===== src/rtl/snd_pkg.sv =====
// snd_pkg: shared state encoding and sizing helpers for the sound DAC modulator
package snd_pkg;
  typedef enum logic [1:0] {
    SILENT    = 2'd0,
    RAMP_UP   = 2'd1,
    RUN       = 2'd2,
    RAMP_DOWN = 2'd3
  } snd_state_e;
  function automatic int mid_of(input int w);
    return 1 << (w - 1);
  endfunction
  function automatic int cnt_w(input int n);
    return n > 1 ? $clog2(n) : 1;
  endfunction
endpackage


===== src/rtl/snd_dsm1.sv =====
// snd_dsm1: first-order delta-sigma accumulator with registered carry output
module snd_dsm1 #(
  parameter int IN_W = 7
) (
  input  logic            clk,
  input  logic            reset_l,
  input  logic            tick,
  input  logic [IN_W-1:0] level,
  output logic            dac_out
);
  logic [IN_W-1:0] acc;
  logic [IN_W:0]   sum;
  assign sum = {1'b0, acc} + {1'b0, level};
  // carry out of the wrapping accumulator is the bitstream
  always_ff @(posedge clk or negedge reset_l)
    if (!reset_l) begin
      acc     <= '0;
      dac_out <= 1'b0;
    end else if (tick) begin
      acc     <= sum[IN_W-1:0];
      dac_out <= sum[IN_W];
    end
endmodule


===== src/rtl/snd_dac_mod.sv =====
// snd_dac_mod: pop-free 1-bit audio DAC with mute/ramp control
module snd_dac_mod
  import snd_pkg::*;
#(
  parameter int IN_W     = 7,
  parameter int DIV      = 1,
  parameter int RAMP_DIV = 1024
) (
  input  logic            clk,
  input  logic            reset_l,
  input  logic [IN_W-1:0] sample_in,
  input  logic            mute,
  output logic            dac_out,
  output logic            ramp_busy,
  output logic [IN_W-1:0] level
);
  localparam int TW = cnt_w(DIV);
  localparam int RW = cnt_w(RAMP_DIV);
  localparam logic [IN_W-1:0] MID_L  = IN_W'(mid_of(IN_W));
  localparam logic [TW-1:0]   T_LAST = TW'(DIV - 1);
  localparam logic [RW-1:0]   R_LAST = RW'(RAMP_DIV - 1);
  snd_state_e      state, state_nxt;
  logic [TW-1:0]   tcnt;
  logic [RW-1:0]   rcnt;
  logic [IN_W-1:0] samp_q, lvl_nxt, up_lvl, dn_lvl;
  logic            tick, step;
  assign tick   = tcnt == T_LAST;
  assign step   = ramp_busy && rcnt == R_LAST;
  assign up_lvl = level < MID_L ? level + 1'b1 : level > MID_L ? level - 1'b1 : level;
  assign dn_lvl = level != '0 ? level - 1'b1 : level;
  // free-running tick divider
  always_ff @(posedge clk or negedge reset_l)
    if (!reset_l) tcnt <= '0;
    else tcnt <= tick ? '0 : tcnt + 1'b1;
  // level applied on the next tick for the current state
  always_comb
    lvl_nxt = state == RUN               ? samp_q :
              state == SILENT            ? '0     :
              step && state == RAMP_UP   ? up_lvl :
              step && state == RAMP_DOWN ? dn_lvl : level;
  // state register
  always_ff @(posedge clk or negedge reset_l)
    if (!reset_l) state <= SILENT;
    else state <= state_nxt;
  // mute toggles take priority over terminal-level transitions
  always_comb begin
    state_nxt = state;
    if (tick)
      case (state)
        SILENT:    state_nxt = mute ? SILENT : RAMP_UP;
        RAMP_UP:   state_nxt = mute ? RAMP_DOWN : lvl_nxt == MID_L ? RUN : RAMP_UP;
        RUN:       state_nxt = mute ? RAMP_DOWN : RUN;
        RAMP_DOWN: state_nxt = !mute ? RAMP_UP : lvl_nxt == '0 ? SILENT : RAMP_DOWN;
        default:   state_nxt = SILENT;
      endcase
  end
  // busy flag straight from state
  always_comb ramp_busy = state == RAMP_UP || state == RAMP_DOWN;
  // sample capture, level update and ramp step counter, all on tick
  always_ff @(posedge clk or negedge reset_l)
    if (!reset_l) begin
      samp_q <= '0;
      level  <= '0;
      rcnt   <= '0;
    end else if (tick) begin
      samp_q <= sample_in;
      level  <= lvl_nxt;
      rcnt   <= (state_nxt != state || !ramp_busy || rcnt == R_LAST) ? '0 : rcnt + 1'b1;
    end
  snd_dsm1 #(.IN_W(IN_W)) u_dsm (
    .clk     (clk),
    .reset_l (reset_l),
    .tick    (tick),
    .level   (level),
    .dac_out (dac_out)
  );
endmodule


===== config.mk =====
export PLATFORM = sky130hd
export DESIGN_NAME = snd_dac_mod
export DESIGN_NICKNAME = d
export VERILOG_FILES = /design/src/rtl/snd_pkg.sv /design/src/rtl/snd_dsm1.sv /design/src/rtl/snd_dac_mod.sv
export SDC_FILE = /design/constraint.sdc
export NUM_CORES = 1
export LEC_CHECK = 0
export ABC_AREA = 0
export CORE_MARGIN = 4
export CORE_UTILIZATION = 63
export CTS_CLUSTER_SIZE = 10
export DETAILED_ROUTE_END_ITERATION = 8
export HOLD_SLACK_MARGIN = 0.08
export PLACE_DENSITY = 0.81
export SKIP_LAST_GASP = 1
export SYNTH_ARGS = -nofsm -noshare
export SYNTH_HDL_FRONTEND = slang
export SYNTH_HIERARCHICAL = 1
export SYNTH_SLANG_ARGS = --single-unit

===== constraint.sdc =====
create_clock -name clk -period 6 [get_ports clk]
set_clock_uncertainty 0.15 [all_clocks]
set_input_delay 1.2 -clock clk [delete_from_list [all_inputs] [get_ports clk]]
set_output_delay 1.2 -clock clk [all_outputs]
set_load 0.05 [all_outputs]

* Word level (Yosys, flattened, before mapping)
Cells that the tools add are included.
** Operators by class
- Reduce and logical (&&, ||, !) cells :: 10
- Add/sub/neg operators :: 5
- $lt $le $gt $ge :: 2
- Mux-type cells :: 17
- Equality and inequality tests :: 6
** Operator list (count)
- $mux W7 :: 7
- $add A10 B1 Y10 const B :: 1
- $eq A10 B10 Y1 const B :: 1
- $mux W10 :: 1
- $mux W2 :: 5
- $add A7 B7 Y8 :: 1
- $pmux W2 S4 :: 1
- $add A7 B1 Y7 const B :: 1
- $eq A7 B7 Y1 const B :: 1
- $gt A7 B7 Y1 const B :: 1
- $logic_not A7 Y1 :: 1
- $lt A7 B7 Y1 const B :: 1
- $reduce_bool A7 Y1 :: 1
- $sub A7 B1 Y7 const B :: 1
- $eq A2 B2 Y1 const B :: 2
- $logic_and A1 B1 Y1 :: 3
- $logic_or A1 B1 Y1 :: 3
- $mux W1 :: 3
- $eq A2 B1 Y1 const B :: 1
- $logic_not A2 Y1 :: 1
- $ne A2 B2 Y1 :: 1
- $add A1 B1 Y1 const B :: 1
- $logic_not A1 Y1 :: 1
** Storage, ports and cells
- Flip-flop bits (word level) :: 35
- Logic and storage cells :: 47

* Depth between registers and ports, before layout
Gate-level depths: netlist of run 1.
- Depth in word-level cells :: 17
- Gate-level depth with buffers :: 11
- Gate-level depth less buffers :: 9

* By module
Netlist of run 1, hierarchy kept.
** By module, submodules not included
- snd_dac_mod :: area an instance 1851.8 um^2, cells an instance 205, times used 1
- snd_dsm1 :: area an instance 614.3 um^2, cells an instance 64, times used 1

* Least setup slack after synthesis of run 1
OpenSTA, ideal clock, no wires.
- Kind :: register to register
- Start point :: reg level[0]
- End point :: reg rcnt[0]
- Cell stages (with the launch flop) :: 12
- Arrival time :: 2920 ps
- Path buffers :: 2
- Slack :: 2792 ps
- Required time :: 5713 ps
- Cell sequence :: dfrtp_1 > clkbuf_1 > inv_1 > ha_1 > or3b_1 > o21a_1 > o311ai_1 > nand4_2 > nand4bb_4 > o31ai_2 > buf_2 > a21oi_1
** Between the ends
- Word-level cells in the longest chain between the ends :: 15
- Elaborated cells on any way between the ends :: 24
- Classes of those cells :: add/sub (2); order compare (2); eq/ne (2); mux (14); reduce/logical (4)
** RTL lines
- from (decl) :: RTL line snd_dac_mod.sv:15 : output logic [IN_W-1:0] level
- from (signal assigned) :: RTL line snd_dac_mod.sv:67 : level <= lvl_nxt;
- $sub A7 B1 Y7, or another cell as far along :: RTL line snd_dac_mod.sv:29, snd_dac_mod.sv:30
- $mux W7, on equally long branches :: RTL line snd_dac_mod.sv:30, snd_dac_mod.sv:29
- $mux W7, on equally long branches :: RTL line snd_dac_mod.sv:40, snd_dac_mod.sv:29
- $mux W7 * :: RTL line snd_dac_mod.sv:39 : step && state == RAMP_UP ? up_lvl :
- $mux W7 * :: RTL line snd_dac_mod.sv:38 : state == SILENT ? '0 :
- $mux W7 * :: RTL line snd_dac_mod.sv:37 : lvl_nxt = state == RUN ? samp_q :
- named net lvl_nxt[2] :: RTL line snd_dac_mod.sv:25 : logic [IN_W-1:0] samp_q, lvl_nxt, up_lvl, dn_lvl;
- $eq A7 B7 Y1 or $logic_not A7 Y1 (tied branches) :: RTL line snd_dac_mod.sv:51, snd_dac_mod.sv:53
- $mux W2, on equally long branches (2 in a row) :: RTL line snd_dac_mod.sv:51, snd_dac_mod.sv:53
- $pmux W2 S4 * :: RTL line snd_dac_mod.sv:49 : case (state)
- $mux W2 * :: RTL line snd_dac_mod.sv:48 : if (tick)
- $ne A2 B2 Y1 * :: RTL line snd_dac_mod.sv:68 : rcnt <= (state_nxt != state || !ramp_busy || rcnt == R_LAST) ? '0 : rcnt + 1'b1;
- $logic_or A1 B1 Y1 * (2 in a row) :: RTL line snd_dac_mod.sv:68
- $mux W10 * :: RTL line snd_dac_mod.sv:68
- to (signal assigned) :: RTL line snd_dac_mod.sv:68
- to (decl) :: RTL line snd_dac_mod.sv:24 : logic [RW-1:0] rcnt;
Mark *: on every way through the listed nets, which the timed path passes. The rest lies on a longest branch.
A chain may end at the register's enable or synchronous reset.

* Worst setup path in the final report of run 1
- Start point :: reg level[2]
- End point :: reg rcnt[6]
** Between the ends
- Word-level cells in the longest chain between the ends :: 15
- Elaborated cells on any way between the ends :: 24
- Classes of those cells :: add/sub (2); order compare (2); eq/ne (2); mux (14); reduce/logical (4)
** RTL lines (RTL line)
- $sub A7 B1 Y7, or another cell as far along :: snd_dac_mod.sv:29, snd_dac_mod.sv:30
- $mux W7, on equally long branches :: snd_dac_mod.sv:30, snd_dac_mod.sv:29
- $mux W7, on equally long branches :: snd_dac_mod.sv:40, snd_dac_mod.sv:29
- $mux W7 * :: snd_dac_mod.sv:39
- $mux W7 * :: snd_dac_mod.sv:38
- $mux W7 * :: snd_dac_mod.sv:37
- $eq A7 B7 Y1 or $logic_not A7 Y1 (tied branches) :: snd_dac_mod.sv:51, snd_dac_mod.sv:53
- $mux W2, on equally long branches (2 in a row) :: snd_dac_mod.sv:51, snd_dac_mod.sv:53
- $pmux W2 S4 * :: snd_dac_mod.sv:49
- $mux W2 * :: snd_dac_mod.sv:48
- $ne A2 B2 Y1 * :: snd_dac_mod.sv:68
- $logic_or A1 B1 Y1 * (2 in a row) :: snd_dac_mod.sv:68
- $mux W10 * :: snd_dac_mod.sv:68
Every way passes the cells marked *; elsewhere a longest branch is shown, timed or not.

==> results.ini, run 1 <==
[timing]
fin_setup_tns_ns=0
fmax_mhz=261
finalSetupViolations=0
setup_slack_ns=2.17
fin_hold_ws_ns=0.352
drv_slew=0
rsz0062_at_grt=false
fin_crit_sh_pct=63.8
hold_viol=0
worst_pin_slew_ns=0.853
finalCriticalPeriod_ns=3.83
max_slew_margin_pct=42.3

[cells_and_area]
syn_to_final_growth_pct=10.4
drive_gt1_share_pct=9.61
stdcell_count=329
finalNetCount=302
postLayoutCellArea_um2=2720
diodes=0
utilization_pct=73.3

[detailed_routing]
via_per_inst=6.48
ant_nets=0
drc_errors=0
routed_wl_mm=5.52
drt_iter0_drc=150
dr.pass1.iters=4
num_vias=2131
wl_per_cell_um=16.8

[grt]
antenna_found_initial=0
grt_max_degree=35
grt_usage_pct=22.4
grt_pass1_vias=1954
grt-ovfl-total=0
grt_pass1_wl_mm=9.16

[logic_synthesis]
synth_seq_area_share_pct=34.5
ys_dominant_reg_cell=dfrtp_1
synth_edf_count=0
yosys.area.top_type=dfrtp_1
syn_avg_cell_area_um2=9.17
synthCells=269
yosysUniqueCellTypes=64
synth-seq-cells=34
synth_nets=291
synthArstFlopShare_pct=100
synth_top_area_share_pct=34.5
synth_area_leaders=dfrtp_1, ha_1, a21oi_1
yosysWarnings=6
netlist_area_um2=2470

[placement]
dp_hpwl_mm=3.83
dp_cells=321
dp_slack_ns=2.40
place_congestion=0.845
numPortBuffers=18
placed_area_um2=2640

[floorplanning]
die_h_um=70.6
dieArea_um2=4980
rows=22
die_w_um=70.6
core_area_um2=3720
io_pins=19
start_util_pct=66.4

[clock_network]
ctsResizeCount=0
clk_latency_ns=0.29
cts_buffer_depth=2
cts_buffers=5
cts_tree=yes
clk_pin_slew_ns=0.07
h-tree-depth=2
cts_setup_buffers=0
clockRootBuffer=clkbuf_8
hold_buffers=0
clkSinkCount=34

[power]
p_int_mw=0.715
ir_drop_mv=0.307
pwr-share-clk_pct=11.9
power_mw=1.40
seq_power_share_pct=29.9
p_leak_nw=1.14
cellPowerDensity_nw_per_um2=513
p_comb_share_pct=58.2
switchingPower_mw=0.681
p_sw_share_pct=48.8

[critical_path]
critPathKind=flop to flop
crit_required_ns=5.98
cp.arrival_ns=3.81
cp_max_fo=19
cp_num_buf_inv=0
path_cells=nor4_2 > a21o_1 > nor4_1 > o311ai_0 > nand2_1 > o31ai_2 > a21oi_1
critPathLaunchType=flop
crit_slowest_cell=o31ai_2
crit_family=compound AO/OA/AOI/OAI gates
cp-end-kind=flop
max_stage_delay_ns=0.78

[min_path]
min_path_type=flop to flop

[run]
maxCapViolCount=0

[status]
run_status=finished clean

## routing by layer
layer	GRT usage (%)	vias to the layer above	wire (µm)
met2	36.4	70	2660
li1	-	1029	-
met5	0	-	0
met3	5.11	10	320
met1	30.0	1022	2460
met4	6.89	0	80
## cells in the final DEF, fill, tap and decap left out, drive strengths merged, types with 6 or more instances in the layout
cell type / netlist / routed
a21oi: 21 / 21
clkbuf: 10 / 6
clkdlybuf4s50: 0 / 18
dfrtp: 34 / 34
ha: 11 / 11
inv: 11 / 11
nand2: 24 / 24
nand3: 19 / 19
nand3b: 6 / 6
nor2: 8 / 8
nor2b: 7 / 7
nor4: 6 / 6
o21a: 7 / 7
o21ai: 10 / 10
## sequential cells by signal, indices dropped and copies added, names as in the netlist
signal	flops
level	7
u_dsm/dac_out	1
state	2
samp_q	7
rcnt	10
u_dsm/acc	7
## cells in the mapped netlist, drive strengths merged (2+ instances only)
library cell,count
mux2i,2
a211o,3
mux2,4
nand3,19
buf,6
o211a,2
o22ai,4
o211ai,3
and4b,2
nand3b,6
dfrtp,34
o31ai,2
nor4b,2
clkbuf,10
a31oi,3
a21o,3
nand4,3
o31a,3
o41ai,2
o21a,7
xnor2,4
a21oi,21
ha,11
nor3b,2
nor2,8
nor4,6
a31o,3
nand2b,3
nand4bb,2
inv,11
or3b,2
and3,5
xor2,5
o21ai,10
o311ai,4
nor2b,7
nor3,5
nand2,24
## power by group through the flow
stage          Clock [mW]  Sequential (mW)  Combinational, mW
6_report            0.166            0.417              0.813
5_1_grt             0.182            0.431              0.886
4_1_cts             0.169            0.414              0.808
3_5_place_dp            0            0.418              0.800
3_3_place_gp            0            0.415              0.789
2_1_floorplan           0            0.427              0.606
## worst paths after layout
path                                      from                  to  slack (ns)  cells after the start
max                         level[2]$_DFF_PN0_   rcnt[6]$_DFF_PN0_        2.17                      7
min                        samp_q[1]$_DFF_PN0_  level[1]$_DFF_PN0_        0.35                      2
max reg2reg                 level[2]$_DFF_PN0_   rcnt[6]$_DFF_PN0_        2.17                      7
min reg2reg                samp_q[1]$_DFF_PN0_  level[1]$_DFF_PN0_        0.35                      2
max in group asynchronous              reset_l  level[0]$_DFF_PN0_        4.23                      2
min in group asynchronous              reset_l   rcnt[5]$_DFF_PN0_        1.17                      2
## layout make-up
cell class,instances,area (µm²)
sequential,34,851
inverter,11,41.3
timing repair buffer,20,195
fill,274,993
clock inverter,2,13.8
tap,48,60.1
clock buffer,6,72.6
multi-input combinational,208,1490
## kinds of logic (layout without fill, tap and decap cells)
| family | Yosys count | after routing | share of synthesized area [%] |
|---|---|---|---|
| AND/OR/NAND/NOR | 102 | 102 | 24.7 |
| AO/OA/AOI/OAI | 78 | 78 | 23.3 |
| flip-flops | 34 | 34 | 34.5 |
| buffers and inverters | 27 | 39 | 5.12 |
| adder cells (fa/ha/maj) | 12 | 12 | 6.39 |
| XOR/XNOR | 9 | 9 | 3.20 |
| multiplexers | 6 | 6 | 2.64 |
| other | 1 | 1 | 0.152 |
## worst register-to-register path, stage by stage, from the launching register on
cell and delay, ns:
dfrtp_1 0.63, nor4_2 0.73, a21o_1 0.22, nor4_1 0.05, o311ai_0 0.60, nand2_1 0.34
o31ai_2 0.78, a21oi_1 0.17
No activity file was read; power rests on OpenSTA's default activity.
==> run 2: changes to the inputs <==
CORE_UTILIZATION = 59   (was 63)
PLACE_DENSITY = 0.76   (was 0.81)
clock period = 3.7 ns   (was 6 ns; I/O delays follow)
==> results.ini, run 2 (synthesis gave the netlist of run 1 again) <==
[status]
run_status=finished clean  ; unchanged

[detailed_routing]
num_vias=2187  ; was 2131
drt_iter0_drc=219  ; was 150
ant_nets=0  ; unchanged
wl_per_cell_um=16.7  ; was 16.8 µm
drc_errors=0  ; unchanged
routed_wl_mm=5.68  ; was 5.52 mm
dr.pass1.iters=5  ; was 4
via_per_inst=6.41  ; was 6.48

[floorplanning]
dieArea_um2=5280  ; was 4980 µm²
io_pins=19  ; unchanged
start_util_pct=61.2  ; was 66.4%
core_area_um2=4030  ; was 3720 µm²
die_h_um=72.7  ; was 70.6 µm
rows=23  ; was 22
die_w_um=72.7  ; was 70.6 µm

[timing]
finalSetupViolations=0  ; unchanged
fin_crit_sh_pct=87.1  ; was 63.8%
fmax_mhz=310  ; was 261 MHz
rsz0062_at_grt=false  ; unchanged
drv_slew=0  ; unchanged
fin_hold_ws_ns=0.335  ; was 0.352 ns
hold_viol=0  ; unchanged
finalCriticalPeriod_ns=3.22  ; was 3.83 ns
max_slew_margin_pct=52.3  ; was 42.3%
fin_setup_tns_ns=0  ; unchanged
worst_pin_slew_ns=0.705  ; was 0.853 ns

[clock_network]
clk_pin_slew_ns=0.07  ; about the same
cts_tree=yes  ; unchanged
clockRootBuffer=clkbuf_8  ; unchanged
h-tree-depth=2  ; unchanged
ctsResizeCount=0  ; unchanged
cts_buffers=5  ; unchanged
clk_latency_ns=0.29  ; about the same
hold_buffers=0  ; unchanged
cts_buffer_depth=2  ; unchanged
cts_setup_buffers=0  ; unchanged
clkSinkCount=34  ; unchanged

[critical_path]
critPathLaunchType=flop  ; unchanged
crit_required_ns=3.70  ; was 5.98 ns
critPathKind=flop to flop  ; unchanged
cp_max_fo=10  ; was 19
cp-end-kind=flop  ; unchanged
cp.arrival_ns=3.23  ; was 3.81 ns

[cells_and_area]
mostFrequentLayoutCell=dfrtp_1  ; unchanged
largest_reg_flops=10  ; unchanged
fill_cells=332  ; was 274
final_cell_mix=dfrtp_1, nand2_1, a21oi_1, nand3_1, clkdlybuf4s50_1  ; unchanged
syn_to_final_growth_pct=13.5  ; was 10.4%
drive_gt1_share_pct=12.7  ; was 9.61%
finalNetCount=312  ; was 302
largest_register=rcnt  ; unchanged
diodes=0  ; unchanged

[grt]
grt-ovfl-total=0  ; unchanged
grt_usage_pct=23.2  ; was 22.4%
grt_max_degree=35  ; unchanged
grt_pass1_wl_mm=9.60  ; was 9.16 mm
antenna_found_initial=0  ; unchanged
grt_pass1_vias=2040  ; was 1954

[placement]
dp_hpwl_mm=3.89  ; was 3.83 mm
numPortBuffers=18  ; unchanged
place_congestion=0.863  ; was 0.845

[power]
cellPowerDensity_nw_per_um2=835  ; was 513 nW/µm²
ir_drop_mv=0.675  ; was 0.307 mV
p_leak_nw=1.19  ; was 1.14 nW

[min_path]
min_path_type=flop to flop  ; unchanged

[run]
maxCapViolCount=0  ; unchanged

==> run 2: changes by cell type in the layout (fill, tap and decap cells not counted) <==
cell	change
buf_4	+10
==> run 2: area by class of cell <==
| cell class | count | area, µm² | share of cell area (%) |
|---|---|---|---|
| Clock buffer | 6 | 72.6 | 2.59 |
| Clock inverter | 2 | 13.8 | 0.492 |
| Inverter | 11 | 41.3 | 1.47 |
| Multi-Input combinational cell | 208 | 1490 | 53.2 |
| Sequential cell | 34 | 851 | 30.4 |
| Tap cell | 50 | 62.6 | 2.23 |
| Timing Repair Buffer | 30 | 270 | 9.65 |
==> run 2: routing by layer <==
metal	global-route usage, %	vias to the layer above	share of wire, %
met1	30.7	1054	42
met3	5.92	7	6.8
met4	7.58	0	1.1
met2	37.4	79	50
li1	-	1047	-
met5	0	-	0
==> run 2: report_power, final <==
group / internal, mW / total [mW] / switching, mW
combinational: 0.606 / 1.48 / 0.876
clock: 0.133 / 0.274 / 0.141
sequential: 0.472 / 0.582 / 0.109
==> run 2: critical path: stages, from the launching register on <==
cell       delay, ns
dfrtp_1         0.39
inv_1           0.11
ha_1            0.25
or3b_1          0.45
o21a_1          0.20
o311ai_1        0.41
nand4_2         0.17
nand4bb_4       0.31
o311ai_4        0.52
a21oi_1         0.14
==> run 2: final timing paths <==
kind / slack [ns] / cells past startpoint / startpoint / to
max reg2reg: 0.48 / 9 / level[0]$_DFF_PN0_ / rcnt[4]$_DFF_PN0_
max: 0.48 / 9 / level[0]$_DFF_PN0_ / rcnt[4]$_DFF_PN0_
min in group asynchronous: 0.71 / 2 / reset_l / u_dsm/acc[0]$_DFFE_PN0P_
max in group asynchronous: 2.37 / 2 / reset_l / level[5]$_DFF_PN0_
min: 0.33 / 2 / samp_q[1]$_DFF_PN0_ / level[1]$_DFF_PN0_
min reg2reg: 0.33 / 2 / samp_q[1]$_DFF_PN0_ / level[1]$_DFF_PN0_
==> run 2: through the flow <==
stage	cells	power (mW)	setup slack (ns)	cell area, µm²	utilization (%)
2_1_floorplan	269	1.67	0.492	2470	-
3_3_place_gp	333	2.01	0.601	2710	67.4
3_5_place_dp	333	2.05	0.535	2710	67.4
4_1_cts	341	2.33	0.517	2800	69.5
5_1_grt	341	2.53	0.252	2800	69.5
6_report	341	2.34	0.477	2800	69.5
